File: config.mk
export PLATFORM = sky130hd
export DESIGN_NAME = compr_tree_pipe
export DESIGN_NICKNAME = d
export VERILOG_FILES = /design/src/rtl/compr_pkg.sv /design/src/rtl/compr_node.sv /design/src/rtl/compr_tree_pipe.sv
export SDC_FILE = /design/constraint.sdc
export NUM_CORES = 1
export LEC_CHECK = 0
export ABC_AREA = 1
export CAP_MARGIN = 20
export CORE_MARGIN = 2
export CORE_UTILIZATION = 50
export DETAILED_ROUTE_END_ITERATION = 12
export DONT_BUFFER_PORTS = 1
export GPL_ROUTABILITY_DRIVEN = 0
export SETUP_SLACK_MARGIN = 0.1
export SLEW_MARGIN = 10
export SYNTH_ARGS = -nofsm -noshare
export SYNTH_HDL_FRONTEND = slang
export SYNTH_SLANG_ARGS = --single-unit
export TNS_END_PERCENT = 1
File: constraint.sdc
create_clock -name clk -period 32.1 [get_ports clk]
set_input_delay 8.025 -clock clk [delete_from_list [all_inputs] [get_ports clk]]
set_output_delay 8.025 -clock clk [all_outputs]
set_load 0.05 [all_outputs]
File: src/rtl/compr_pkg.sv
// rtl/compr_pkg.sv - shared sizing helpers and segment field offsets for the compare tree
package compr_pkg;

    // The rule ID always occupies the low bits of a segment.
    localparam int ID_LSB = 0;

    // Ceiling log2; clog2(1) = 0 so a single segment needs no tree levels.
    function automatic int clog2(input int n);
        int r;
        r = 0;
        while ((1 << r) < n) r = r + 1;
        return r;
    endfunction

    // Priority sits directly above the rule ID.
    function automatic int prio_lsb(input int idwid);
        return idwid;
    endfunction

    // Match flag is the top bit of a segment.
    function automatic int match_bit(input int idwid, input int priwid);
        return idwid + priwid;
    endfunction

    // Number of live nodes entering tree level lvl.
    function automatic int level_nodes(input int nseg, input int lvl);
        return (nseg + (1 << lvl) - 1) >> lvl;
    endfunction

endpackage

File: src/rtl/compr_node.sv
// rtl/compr_node.sv - combinational two-segment compare, left operand wins every tie
module compr_node
    import compr_pkg::*;
#(
    parameter int IDWID    = 8,
    parameter int PRIWID   = 8,
    parameter int IXW      = 4,
    parameter int PRIO_MAX = 1,
    parameter int SEGW     = 1 + PRIWID + IDWID
) (
    input  logic [SEGW-1:0] i_Seg_A,
    input  logic [IXW-1:0]  i_Idx_A,
    input  logic [SEGW-1:0] i_Seg_B,
    input  logic [IXW-1:0]  i_Idx_B,
    output logic [SEGW-1:0] o_Seg,
    output logic [IXW-1:0]  o_Idx
);

    localparam int MATCH_BIT = match_bit(IDWID, PRIWID);
    localparam int PRIO_LSB  = prio_lsb(IDWID);

    logic              w_match_a;
    logic              w_match_b;
    logic [PRIWID-1:0] w_prio_a;
    logic [PRIWID-1:0] w_prio_b;
    logic              w_b_better;
    logic              w_pick_b;

    assign w_match_a = i_Seg_A[MATCH_BIT];
    assign w_match_b = i_Seg_B[MATCH_BIT];
    assign w_prio_a  = i_Seg_A[PRIO_LSB +: PRIWID];
    assign w_prio_b  = i_Seg_B[PRIO_LSB +: PRIWID];

    // Strict compare so equal priorities fall back to the left (lower index) operand.
    assign w_b_better = (PRIO_MAX != 0) ? (w_prio_b > w_prio_a) : (w_prio_b < w_prio_a);

    // Right wins only if it alone matches, or both match and it is strictly better.
    assign w_pick_b = (w_match_b && !w_match_a) || (w_match_a && w_match_b && w_b_better);

    assign o_Seg = w_pick_b ? i_Seg_B : i_Seg_A;
    assign o_Idx = w_pick_b ? i_Idx_B : i_Idx_A;

endmodule

File: src/rtl/compr_tree_pipe.sv
// rtl/compr_tree_pipe.sv - registered binary reduction of NSEG match segments to one winner
module compr_tree_pipe
    import compr_pkg::*;
#(
    parameter int NSEG     = 13,
    parameter int IDWID    = 8,
    parameter int PRIWID   = 8,
    parameter int PRIO_MAX = 1,
    parameter int SEGW     = 1 + PRIWID + IDWID,
    parameter int IXW      = (clog2(NSEG) > 0) ? clog2(NSEG) : 1
) (
    input  logic                 clk,
    input  logic                 rst,
    input  logic                 i_Valid,
    input  logic                 i_Hold,
    input  logic [NSEG*SEGW-1:0] i_Seg_Vector,
    output logic                 o_Valid,
    output logic [SEGW-1:0]      o_Compare_Result,
    output logic [IXW-1:0]       o_Win_Index,
    output logic                 o_Hit
);

    localparam int L         = clog2(NSEG);
    localparam int MATCH_BIT = match_bit(IDWID, PRIWID);

    // Taps: the registered node set feeding each level; tap L is the final result.
    logic [SEGW-1:0] w_tap_seg [0:L][0:NSEG-1];
    logic [IXW-1:0]  w_tap_idx [0:L][0:NSEG-1];
    logic [L:0]      w_tap_vld;

    logic [SEGW-1:0] r_seg0 [0:NSEG-1];
    logic            r_vld0;

    // Stage 0: capture the raw segment vector and its valid unless the pipe is held.
    always_ff @(posedge clk) begin
        if (rst) begin
            r_vld0 <= 1'b0;
            for (int k = 0; k < NSEG; k++) r_seg0[k] <= '0;
        end else if (!i_Hold) begin
            r_vld0 <= i_Valid;
            for (int k = 0; k < NSEG; k++) r_seg0[k] <= i_Seg_Vector[k*SEGW +: SEGW];
        end
    end

    assign w_tap_vld[0] = r_vld0;

    for (genvar k = 0; k < NSEG; k++) begin : g_tap0
        assign w_tap_seg[0][k] = r_seg0[k];
        assign w_tap_idx[0][k] = IXW'(k);
    end

    for (genvar lvl = 0; lvl < L; lvl++) begin : g_lvl
        localparam int NIN  = level_nodes(NSEG, lvl);
        localparam int NOUT = level_nodes(NSEG, lvl + 1);

        logic [SEGW-1:0] w_nxt_seg [0:NOUT-1];
        logic [IXW-1:0]  w_nxt_idx [0:NOUT-1];
        logic [SEGW-1:0] r_seg     [0:NOUT-1];
        logic [IXW-1:0]  r_idx     [0:NOUT-1];
        logic            r_vld;

        for (genvar j = 0; j < NOUT; j++) begin : g_node
            if (j < NIN / 2) begin : g_pair
                compr_node #(
                    .IDWID    (IDWID),
                    .PRIWID   (PRIWID),
                    .IXW      (IXW),
                    .PRIO_MAX (PRIO_MAX),
                    .SEGW     (SEGW)
                ) u_node (
                    .i_Seg_A (w_tap_seg[lvl][2*j]),
                    .i_Idx_A (w_tap_idx[lvl][2*j]),
                    .i_Seg_B (w_tap_seg[lvl][2*j+1]),
                    .i_Idx_B (w_tap_idx[lvl][2*j+1]),
                    .o_Seg   (w_nxt_seg[j]),
                    .o_Idx   (w_nxt_idx[j])
                );
            end else begin : g_pass
                // Unpaired last node is forwarded untouched rather than compared with itself.
                assign w_nxt_seg[j] = w_tap_seg[lvl][2*j];
                assign w_nxt_idx[j] = w_tap_idx[lvl][2*j];
            end
        end

        // Level register: advance this level's winners and valid unless held.
        always_ff @(posedge clk) begin
            if (rst) begin
                r_vld <= 1'b0;
                for (int j = 0; j < NOUT; j++) begin
                    r_seg[j] <= '0;
                    r_idx[j] <= '0;
                end
            end else if (!i_Hold) begin
                r_vld <= w_tap_vld[lvl];
                for (int j = 0; j < NOUT; j++) begin
                    r_seg[j] <= w_nxt_seg[j];
                    r_idx[j] <= w_nxt_idx[j];
                end
            end
        end

        assign w_tap_vld[lvl+1] = r_vld;

        for (genvar j = 0; j < NSEG; j++) begin : g_tap
            if (j < NOUT) begin : g_live
                assign w_tap_seg[lvl+1][j] = r_seg[j];
                assign w_tap_idx[lvl+1][j] = r_idx[j];
            end else begin : g_dead
                assign w_tap_seg[lvl+1][j] = '0;
                assign w_tap_idx[lvl+1][j] = '0;
            end
        end
    end

    assign o_Valid          = w_tap_vld[L];
    assign o_Compare_Result = w_tap_seg[L][0];
    assign o_Win_Index      = w_tap_idx[L][0];
    assign o_Hit            = w_tap_vld[L] & w_tap_seg[L][0][MATCH_BIT];

endmodule

# Yosys cells after proc, flatten, opt, wreduce, memory -nomap -nowiden
# Memory sizes are Yosys's and may differ from the RTL's.
# Index checks and enable logic that the tools add are counted.
# totals
reg_bits	5
latch_bits	0
mem_bits_rw	515
mem_bits_ro	0
input_bits	225
output_inout_bits	23
word_cells	200
n_memories	9
# memory_table
memory	depth	word_bits	read_ports	rd_clocked_by_memory_dff	wr	line	rtl
r_seg0	13	17	13	0	13	compr_tree_pipe.sv:31	logic [SEGW-1:0] r_seg0 [0:NSEG-1];
g_lvl[0].r_seg	7	17	7	0	7	compr_tree_pipe.sv:58	logic [SEGW-1:0] r_seg [0:NOUT-1];
g_lvl[1].r_seg	4	17	4	0	4	compr_tree_pipe.sv:58	
g_lvl[2].r_seg	2	17	2	0	2	compr_tree_pipe.sv:58	
g_lvl[0].r_idx	7	4	7	0	7	compr_tree_pipe.sv:59	logic [IXW-1:0] r_idx [0:NOUT-1];
g_lvl[3].r_seg	1	17	1	0	1	compr_tree_pipe.sv:58	
+3 memories	-	-	-	-	-	-	
# op_classes
n_addsub	0
mul	0
n_div	0
n_lt_le_gt_ge	12
n_eq_ne	0
shifts	0
n_mux	72
n_bitwise	40
reduce_logical	62
# op_table
cell	count
17-bit 2-to-1 mux	39
8-bit > comparator	12
4-bit 2-to-1 mux	20
1-bit OR	39
1-bit logical AND	36
17-bit OR reduction	1
1-bit 2-to-1 mux	13
1-bit logical NOT	12
1-bit logical OR	12
4-bit OR reduction	1
1-bit AND	1

# Longest topological paths before layout
# Gate-level depths: netlist of the first run.
# An unclocked memory read counts as a cell.
# logic_depth
depth_word	6
depth_mapped	14
depth_no_buf	13

# Hierarchy
# A second synthesis of the first run with hierarchy kept.
# hier_totals
hier_cells	2917
area_unflattened_um2	29653.4
# by_module_without_submodules
module	instances	cells_each	area_per_inst_um2	seq_area_each_um2
compr_tree_pipe	1	1609	23242.3	15384.8
compr_node	12	109	534.3	0.0

# Worst setup path before layout of the first run
# OpenSTA, ideal clock, no wires.
# synth_path
path_type	input -> register
startpoint	input port rst
endpoint	memory g_lvl[0].r_idx[0][0] (enable)
setup_ns	0.879
t_arrival_ns	18.791
t_required_ns	31.221
path_slack_ns	12.430
stages	3
n_path_buf	1
path_cell_list	buf_2 > inv_1 > nand2_1
# synth_lines
element	line	rtl
start, declared	compr_tree_pipe.sv:13	input logic rst,
end, declared	compr_tree_pipe.sv:59	

==> results of run 1 <==
## final timing paths
check,from,endpoint,slack [ns],depth (start not counted)
setup reg to reg,g_lvl[2].r_seg[0][32],g_lvl[3].r_seg[0][4],29.65,9
hold reg to reg,g_lvl[0].r_idx[3][1],g_lvl[0].r_idx[3][1],0.46,2
setup / recovery,rst,g_lvl[0].r_seg[3][1],21.60,4
hold / removal,g_lvl[0].r_idx[3][1],g_lvl[0].r_idx[3][1],0.46,2
## cell type report
| class | instances | share of cell area |
|---|---|---|
| repair buffers | 16 | 0.007172 |
| well taps | 622 | 0.02935 |
| clock inverters | 35 | 0.01307 |
| inverters | 538 | 0.07635 |
| flip-flops and latches | 493 | 0.5560 |
| clock buffers | 64 | 0.05318 |
| multi-input cells | 1422 | 0.2649 |
## cells in the mapped netlist, drive strengths merged
cell type  number
nand4          29
a21oi         220
o21a            1
o21ai           2
clkbuf         39
dfxtp           6
a21o           11
ha             96
o22ai           3
buf            87
nor2          496
edfxtp        487
inv           538
nand2         347
nand3         217
## kinds of logic (layout without fill, tap and decap cells)
kind of cell             count (synthesis)  count (layout)  share of synthesized area
AND/OR/NAND/NOR                       1089            1089                     0.1863
flip-flops                             493             493                     0.6025
adder cells (fa/ha/maj)                 96              96                    0.04908
AO/OA/AOI/OAI                          237             237                    0.05123
buffers and inverters                  664             653                     0.1109
## power groups by stage
stage / clock network, mW / logic (mW) / registers (mW)
finish: 0.615 / 0.166 / 0.799
global placement: 0 / 0.159 / 0.812
floorplan: 0 / 0.133 / 0.816
detailed placement: 0 / 0.163 / 0.812
CTS: 0.627 / 0.165 / 0.799
global route: 0.649 / 0.193 / 0.804
## worst reg2reg max path, stage by stage (launching register included)
cell	delay, ns
edfxtp_1	0.44
ha_1	0.33
nand2_1	0.07
nor2_1	0.14
nand2_1	0.07
nand2_1	0.07
nand3_2	0.62
nand3_1	0.36
nand2_1	0.07
nor2_1	0.13
## flip-flops by register name, summed over array words and instances (netlist names)
name,count
o_Valid,1
g_lvl.r_idx,29
r_seg0,221
g_lvl.r_seg,238
r_vld0,1
g_lvl.r_vld,3
## stage by stage
| stage | utilization | instance area, µm² |
|---|---|---|
| after detailed placement | 0.5066 | 24640 |
| after CTS | 0.5427 | 26400 |
| after global routing | 0.5451 | 26520 |
| after floorplan | - | 24470 |
| after global placement | 0.5066 | 24640 |
| final | 0.5451 | 26520 |
## metal layers
| metal | global-route usage | share of wire | vias to the layer above |
|---|---|---|---|
| met2 | 0.3100 | 0.45 | 384 |
| met4 | 0.06110 | 0.024 | 0 |
| met1 | 0.2998 | 0.48 | 7521 |
| li1 | - | - | 8152 |
| met3 | 0.02855 | 0.049 | 80 |
| met5 | 0 | 0 | - |
==> results.py, run 1 <==
metrics = {
    "placement": {
        "portBuffers": 0,
        "hpwlAfterDp_um": 34310,
        "placed_cells": 3085,
        "place_ws_ns": 20.95,
    },
    "clock_tree": {
        "cts_hold_buf": 0,
        "clk_latency_ns": 0.60,
        "cts_root_buf": "clkbuf_16",
        "clk_pin_slew_worst_paths_ns": 0.06,
        "clock_sinks": 493,
        "htreeDepth": 2,
        "cts_buffers": 53,
        "cts_setup_buffers": 0,
        "clock_path_buffers": 3,
        "cts-resized-gates": 0,
        "cts_tree": "done",
    },
    "logic_synthesis": {
        "synth_area_leader_cell": "edfxtp_1",
        "synth.cell_area_um2": 24470,
        "yosysWarningCount": 0,
        "synth_top_area_frac": 0.5975,
        "ys_seq_area_frac": 0.6025,
        "ys_top_cells_by_area": "edfxtp_1 60%, inv_1 8.1%, nor2_1 7.6%, nand2_1 5.3%, ha_1 4.9%",
        "synth_cells": 2579,
        "avgSynthCellArea_um2": 9.490,
        "ys_ff_latch": 493,
        "syn_nets": 2900,
        "yosys.cell_types.count": 27,
    },
    "sta": {
        "fin_skew_ns": 0.01243,
        "fin_ws_ns": 21.60,
        "tightest_slew_ns": 1.079,
        "tns_ns": 0,
        "period_needed_ns": 10.50,
        "setup_viol": 0,
        "timing.hold.ws_ns": 0.4587,
        "hold_violations": 0,
        "drv_slew": 0,
        "max_freq_ghz": 0.09522,
        "maxSlewHeadroom": 0.2805,
        "grt_setup_unrepaired": "false",
        "min_period_over_period": 0.3272,
    },
    "die": {
        "rows": 81,
        "start_util": 0.5031,
        "pin_count": 248,
        "dieArea_um2": 50730,
        "coreArea_um2": 48650,
        "die-width_um": 225.2,
        "dieHeight_um": 225.2,
    },
    "route": {
        "vias_per_cell": 5.059,
        "wl_per_cell_um": 15.97,
        "drt_iter0_drc": 1256,
        "drt-total-wl_um": 50950,
        "drtPass1Iterations": 6,
        "vias": 16137,
        "drcViolationCount": 0,
        "drtAntennaViolNets": 0,
    },
    "layout": {
        "diodes": 0,
        "fill_cells": 4332,
        "nets": 2845,
        "drive_above_1_share": 0.05218,
        "final_common_cell": "inv_1",
        "final_cell_mix": "530 x inv_1, 494 x nor2_1, 487 x edfxtp_1, 343 x nand2_1, 211 x a21oi_1",
        "seq_area_um2": 14740,
        "multi_input_area_um2": 7023,
        "area_growth_pct": 8.349,
        "layoutNonFillerInstCount": 3190,
    },
    "critical_path": {
        "cp.required_ns": 32.32,
        "cp_slowest_cell": "buf_4",
        "cp_max_fo": 82,
        "cp.arrival_ns": 10.72,
        "critPathBufInv": 3,
        "path_common_cell": "buf_4",
        "endpoint_kind": "flip-flop",
        "worstPathCellList": "inv_1, nand2_4, buf_4, buf_4",
        "path_class": "primary input to flip-flop",
        "start_kind": "primary input",
        "critical-path-max-stage-delay_ns": 0.89,
        "critPathTopFamily": "buffers and inverters",
    },
    "grt": {
        "grt_pass1_vias": 15584,
        "track_usage": 0.2022,
        "grt_max_degree": 121,
        "antenna_found_initial": 0,
        "grt_overflow_total": 0,
        "grt_first_pass_wirelength_um": 80700,
    },
    "status": {
        "outcome": "finished, final reports clean",
    },
    "pwr": {
        "ir_drop_uv": 35.44,
        "p_sw_mw": 0.3942,
        "power_frac_comb": 0.105,
        "total_power_mw": 1.580,
        "p_per_area_nw_per_um2": 59.57,
        "p_sw_frac": 0.2495,
        "p_seq_frac": 0.506,
        "p_int_mw": 1.185,
        "power_frac_clock": 0.389,
        "p_leak_nw": 12.54,
    },
    "job": {
        "max_cap_violations": 0,
    },
    "worst_hold_path": {
        "hp-class": "flip-flop to flip-flop",
    },
}
(Power assumes the default switching activity.)
==> run 2: changes to the inputs <==
PLACE_DENSITY = 0.68   (was not set)
clock period = 8.4 ns   (was 32.1 ns; I/O delays follow)
==> run 2 against run 1 <==
Net effect:
- sequential power rose to 3.8 times the previous value
- flip-flop and latch count is the same
- first-iteration DRC count rose by 29%
- global-route usage shrank 0.84 points
- critical path depth shrank 2
- via count increased by 0.77%
- highest routed layer unchanged
==> results.py, run 2 (synthesis gave the netlist of run 1 again) <==
metrics = {
    "grt": {
        "antenna_found_initial": 0,
        "grt_util_met1": 0.2799,
        "track_usage": 0.1938,
        "globalRouteMet2Util": 0.3018,
        "grt_max_degree": 184,
        "grt_busiest_layer": "met2",
        "use_met3": 0.03233,
        "grt_overflow_total": 0,
        "grt_first_pass_wirelength_um": 77780,
        "grt_pass1_vias": 15292,
    },
    "placement": {
        "place_ws_ns": 4.015,
        "hpwlAfterDp_um": 33680,
        "portBuffers": 0,
    },
    "route": {
        "drtAntennaViolNets": 0,
        "vias": 16262,
        "drt_iter0_drc": 1614,
        "wl_per_cell_um": 15.61,
        "vias_per_cell": 5.120,
        "drt-total-wl_um": 49580,
        "drtPass1Iterations": 6,
        "drcViolationCount": 0,
    },
    "clock_tree": {
        "clock_path_buffers": 3,
        "cts-resized-gates": 0,
        "cts_buffers": 51,
        "cts_root_buf": "clkbuf_16",
        "clock_sinks": 493,
        "cts_tree": "done",
        "cts_setup_buffers": 0,
        "cts_hold_buf": 0,
        "clk_pin_slew_worst_paths_ns": 0.06,
        "clk_latency_ns": 0.59,
        "htreeDepth": 2,
    },
    "critical_path": {
        "regToRegSetupSlack_ns": 5.89,
        "regToRegEndpoint": "g_lvl[3].r_seg[0][3]",
        "cp.arrival_ns": 1.86,
        "start_kind": "flip-flop",
        "critPathBufInv": 1,
        "endpoint_kind": "primary output",
        "worstPathCellList": "nand2_1, inv_1",
        "cp.required_ns": 6.30,
        "path_class": "flip-flop to primary output",
        "reg2reg_depth": 9,
        "cp-endpoint": "o_Hit",
        "critical-path-max-stage-delay_ns": 0.81,
        "cp.depth": 2,
        "timing.rr.start": "g_lvl[2].r_seg[0][32]",
        "cp_max_fo": 3,
        "critPathTopFamily": "flip-flops",
        "cp_slowest_cell": "dfxtp_1",
        "cp-startpoint": "o_Valid",
    },
    "die": {
        "start_util": 0.5031,
        "rows": 81,
        "dieHeight_um": 225.2,
        "coreArea_um2": 48650,
        "pin_count": 248,
        "die-width_um": 225.2,
        "dieArea_um2": 50730,
    },
    "sta": {
        "maxSlewHeadroom": 0.2872,
        "max_freq_ghz": 0.2524,
        "fin_skew_ns": 0.01062,
        "fin_ws_ns": 4.438,
        "setup_viol": 0,
        "drv_slew": 0,
        "tightest_slew_ns": 1.067,
        "period_needed_ns": 3.962,
        "tns_ns": 0,
        "grt_setup_unrepaired": "false",
        "min_period_over_period": 0.4716,
        "hold_violations": 0,
    },
    "layout": {
        "drive_above_1_share": 0.04464,
        "area_growth_pct": 7.689,
        "largest_register": "g_lvl.r_seg",
        "largest_reg_flops": 238,
        "final_cell_mix": "530 x inv_1, 494 x nor2_1, 487 x edfxtp_1, 343 x nand2_1, 211 x a21oi_1",
        "diodes": 0,
        "reg_top3": "g_lvl.r_seg x238, r_seg0 x221, g_lvl.r_idx x29",
        "final_common_cell": "inv_1",
        "nets": 2837,
    },
    "pwr": {
        "power_frac_clock": 0.375,
        "p_sw_frac": 0.2468,
        "power_frac_comb": 0.107,
        "total_power_mw": 5.899,
        "p_per_area_nw_per_um2": 223.8,
        "p_seq_frac": 0.518,
        "p_sw_mw": 1.456,
        "p_leak_nw": 12.46,
        "p_int_mw": 4.443,
        "ir_drop_uv": 144.1,
    },
    "worst_hold_path": {
        "hp-class": "flip-flop to flip-flop",
    },
    "job": {
        "max_cap_violations": 0,
    },
    "status": {
        "outcome": "finished, final reports clean",
    },
}
run 2: power by group through the flow:
stage          clock network [mW]  logic (mW)  registers [mW]
6_report                     2.21       0.628            3.06
5_1_grt                      2.34       0.726            3.07
4_1_cts                      2.26       0.626            3.06
3_5_place_dp                    0       0.621            3.11
3_3_place_gp                    0       0.599            3.10
2_1_floorplan                   0       0.507            3.07
run 2: stage by stage:
stage	hold WS [ns]	instance area [µm²]	instances	util
global placement	0.4561	24650	3081	0.5067
floorplan	0.4318	24480	2579	-
CTS	0.4821	26270	3172	0.5400
finish	0.4894	26360	3176	0.5418
detailed placement	0.4746	24650	3081	0.5067
global route	0.5015	26360	3176	0.5418
run 2: cell type report:
class,instances,area (µm²)
Inverter,538,2024
Clock buffer,61,1356
Multi-Input combinational cell,1422,7032
Sequential cell,493,14740
Fill cell,4217,22290
Timing Repair Buffer,10,156.4
Tap cell,622,778.2
Clock inverter,30,264.0
run 2: worst min path at each step:
stage               cells past startpoint                 start                    to  slack, ns
global route                            2                r_vld0        g_lvl[0].r_vld       0.50
detailed placement                      2        g_lvl[1].r_vld        g_lvl[2].r_vld       0.47
CTS                                     2        g_lvl[1].r_vld        g_lvl[2].r_vld       0.48
global placement                        2                r_vld0        g_lvl[0].r_vld       0.46
floorplan                               2  g_lvl[0].r_idx[3][1]  g_lvl[0].r_idx[3][1]       0.43
finish                                  2        g_lvl[1].r_vld        g_lvl[2].r_vld       0.49
run 2: routing by layer:
metal	vias to the layer above	part of all wire	routed length (µm)
met5	-	0	0
met4	0	0.027	1320
met3	91	0.056	2762
met2	459	0.46	22690
met1	7585	0.46	22800
li1	8127	-	-
run 2: worst register-to-register path, cell delays in order, from the launching register on:
cell and delay [ns]:
edfxtp_1 0.45, ha_1 0.34, nand2_1 0.08, nor2_1 0.16
nand2_1 0.07, nand2_1 0.07, nand3_2 0.61, nand3_1 0.38
nand2_1 0.09, nor2_1 0.12
==> run 3: changes to the inputs <==
PLACE_DENSITY = not set   (was 0.68)
clock period = 3.8 ns   (was 8.4 ns; I/O delays follow)
==> run 3 against run 2 <==
Net effect:
- clock power up 130%
- via count up 0.87%
- critical path depth unchanged
- count of clock-buffer cells in the layout up 4
- non-clock buffer count up 8
- sequential power up 120%
- power up 130%
- final cell count up 0.54%
- clock skew up 0.0038 ns
- flip-flop and latch count unchanged
- core utilization up 0.51 points
- critical path type unchanged
- largest power group unchanged
- highest routed layer unchanged
==> results.py, run 3 (synthesis gave the netlist of run 1 again) <==
metrics = {
    "critical_path": {
        "path_class": "flip-flop to primary output",
        "cp.arrival_ns": 1.83,
        "regToRegSetupSlack_ns": 1.33,
        "cp_max_fo": 3,
        "start_kind": "flip-flop",
        "endpoint_kind": "primary output",
        "cp-startpoint": "o_Valid",
        "cp.required_ns": 2.85,
        "reg2reg_depth": 8,
        "timing.rr.start": "g_lvl[2].r_seg[0][32]",
        "regToRegEndpoint": "g_lvl[3].r_seg[0][2]",
    },
    "die": {
        "die-width_um": 225.2,
        "rows": 81,
        "dieHeight_um": 225.2,
        "start_util": 0.5031,
        "pin_count": 248,
        "coreArea_um2": 48650,
        "dieArea_um2": 50730,
    },
    "route": {
        "drcViolationCount": 0,
        "drt-total-wl_um": 51840,
        "drt_iter0_drc": 1489,
        "wl_per_cell_um": 16.23,
        "vias_per_cell": 5.137,
        "drtAntennaViolNets": 0,
        "drtPass1Iterations": 6,
        "vias": 16404,
    },
    "layout": {
        "layoutNonFillerInstCount": 3193,
        "drive_above_1_share": 0.05251,
        "multi_input_area_um2": 7032,
        "area_growth_pct": 8.696,
        "largest_register": "g_lvl.r_seg",
        "seq_area_um2": 14740,
        "final_common_cell": "inv_1",
        "fill_cells": 4345,
        "fin_area_um2": 26600,
        "reg_top3": "g_lvl.r_seg x238, r_seg0 x221, g_lvl.r_idx x29",
        "diodes": 0,
        "nets": 2847,
        "final_cell_mix": "530 x inv_1, 494 x nor2_1, 487 x edfxtp_1, 343 x nand2_1, 211 x a21oi_1",
        "largest_reg_flops": 238,
        "final_util": 0.5468,
    },
    "clock_tree": {
        "clk_pin_slew_worst_paths_ns": 0.06,
        "clock_sinks": 493,
        "cts_root_buf": "clkbuf_16",
        "cts-resized-gates": 0,
        "cts_hold_buf": 0,
        "clock_path_buffers": 3,
        "clk_latency_ns": 0.60,
        "cts_buffers": 53,
        "cts_tree": "done",
        "cts_setup_buffers": 0,
        "htreeDepth": 2,
    },
    "pwr": {
        "p_int_mw": 9.941,
        "p_leak_nw": 12.57,
        "p_seq_frac": 0.508,
        "power_frac_comb": 0.106,
        "p_sw_frac": 0.2523,
        "total_power_mw": 13.30,
        "power_frac_clock": 0.386,
        "p_sw_mw": 3.354,
        "ir_drop_uv": 348.7,
        "p_per_area_nw_per_um2": 499.8,
    },
    "grt": {
        "grt_overflow_total": 0,
        "grt_pass1_vias": 15659,
        "antenna_found_initial": 0,
        "grt_max_degree": 98,
        "track_usage": 0.2065,
        "grt_first_pass_wirelength_um": 82440,
    },
    "sta": {
        "min_period_over_period": 0.7319,
        "fin_skew_ns": 0.01438,
        "tns_ns": 0,
        "drv_slew": 0,
        "maxSlewHeadroom": 0.2954,
        "grt_setup_unrepaired": "false",
        "period_needed_ns": 2.781,
        "setup_viol": 0,
        "tightest_slew_ns": 1.054,
        "max_freq_ghz": 0.3596,
        "hold_violations": 0,
    },
    "placement": {
        "placed_cells": 3088,
        "dpl_cell_area_um2": 24750,
        "hpwlAfterDp_um": 35340,
        "portBuffers": 0,
    },
    "worst_hold_path": {
        "hold_end": "g_lvl[0].r_idx[3][1]",
        "whs_path_depth": 1,
        "hp-class": "primary input to flip-flop",
        "min_from": "rst",
    },
    "job": {
        "max_cap_violations": 0,
    },
    "status": {
        "outcome": "finished, final reports clean",
    },
}
==> run 3: cell types whose count changed in the layout (fill, tap and decap cells not counted), moves of 2 or more <==
cell,change
buf_12,+3
buf_4,+3
buf_8,+2
clkbuf_16,+2
clkbuf_8,+3
clkinv_1,-3
clkinv_4,+2
clkinvlp_4,+6
==> run 3: stage by stage <==
stage | setup WS, ns | hold WS, ns
after detailed placement | 1.045 | 0.4662
after floorplan | 0.1891 | 0.4318
after global routing | 0.9199 | 0.4172
final | 1.019 | 0.4349
after CTS | 0.9678 | 0.4000
after global placement | 1.101 | 0.4593
==> run 3: layout make-up <==
| class | count | area share |
|---|---|---|
| Clock buffer | 65 | 0.05428 |
| Clock inverter | 35 | 0.01105 |
| Inverter | 538 | 0.07610 |
| Multi-Input combinational cell | 1422 | 0.2643 |
| Sequential cell | 493 | 0.5543 |
| Tap cell | 622 | 0.02926 |
| Timing Repair Buffer | 18 | 0.01072 |
==> run 3: metal layers <==
metal,global-route usage,up-vias,routed length [µm]
met1,0.3145,7737,24790
met3,0.02894,82,2594
li1,-,8156,-
met4,0.06195,0,1187
met5,0,-,0
met2,0.3074,429,23270
==> run 3: worst max-delay path by stage <==
stage	end	slack (ns)	depth (start not counted)
after global placement	g_lvl[2].r_idx[0][4]	1.10	4
after floorplan	g_lvl[0].r_idx[0][0]	0.19	3
after CTS	o_Hit	0.97	2
after detailed placement	g_lvl[2].r_idx[0][4]	1.05	4
after global routing	o_Hit	0.92	2
final	o_Hit	1.02	2
==> run 3: worst max-delay path, cell delays in order (launching register included) <==
cell	delay, ns
dfxtp_1	0.78
nand2_1	0.10
inv_1	0.35
==> run 3: power groups by stage <==
stage               clock network (mW)  registers [mW]  logic [mW]
floorplan                            0            6.78        1.12
global placement                     0            6.87        1.36
detailed placement                   0            6.87        1.40
CTS                               5.22            6.76        1.40
global route                      5.41            6.80        1.65
finish                            5.13            6.76        1.41
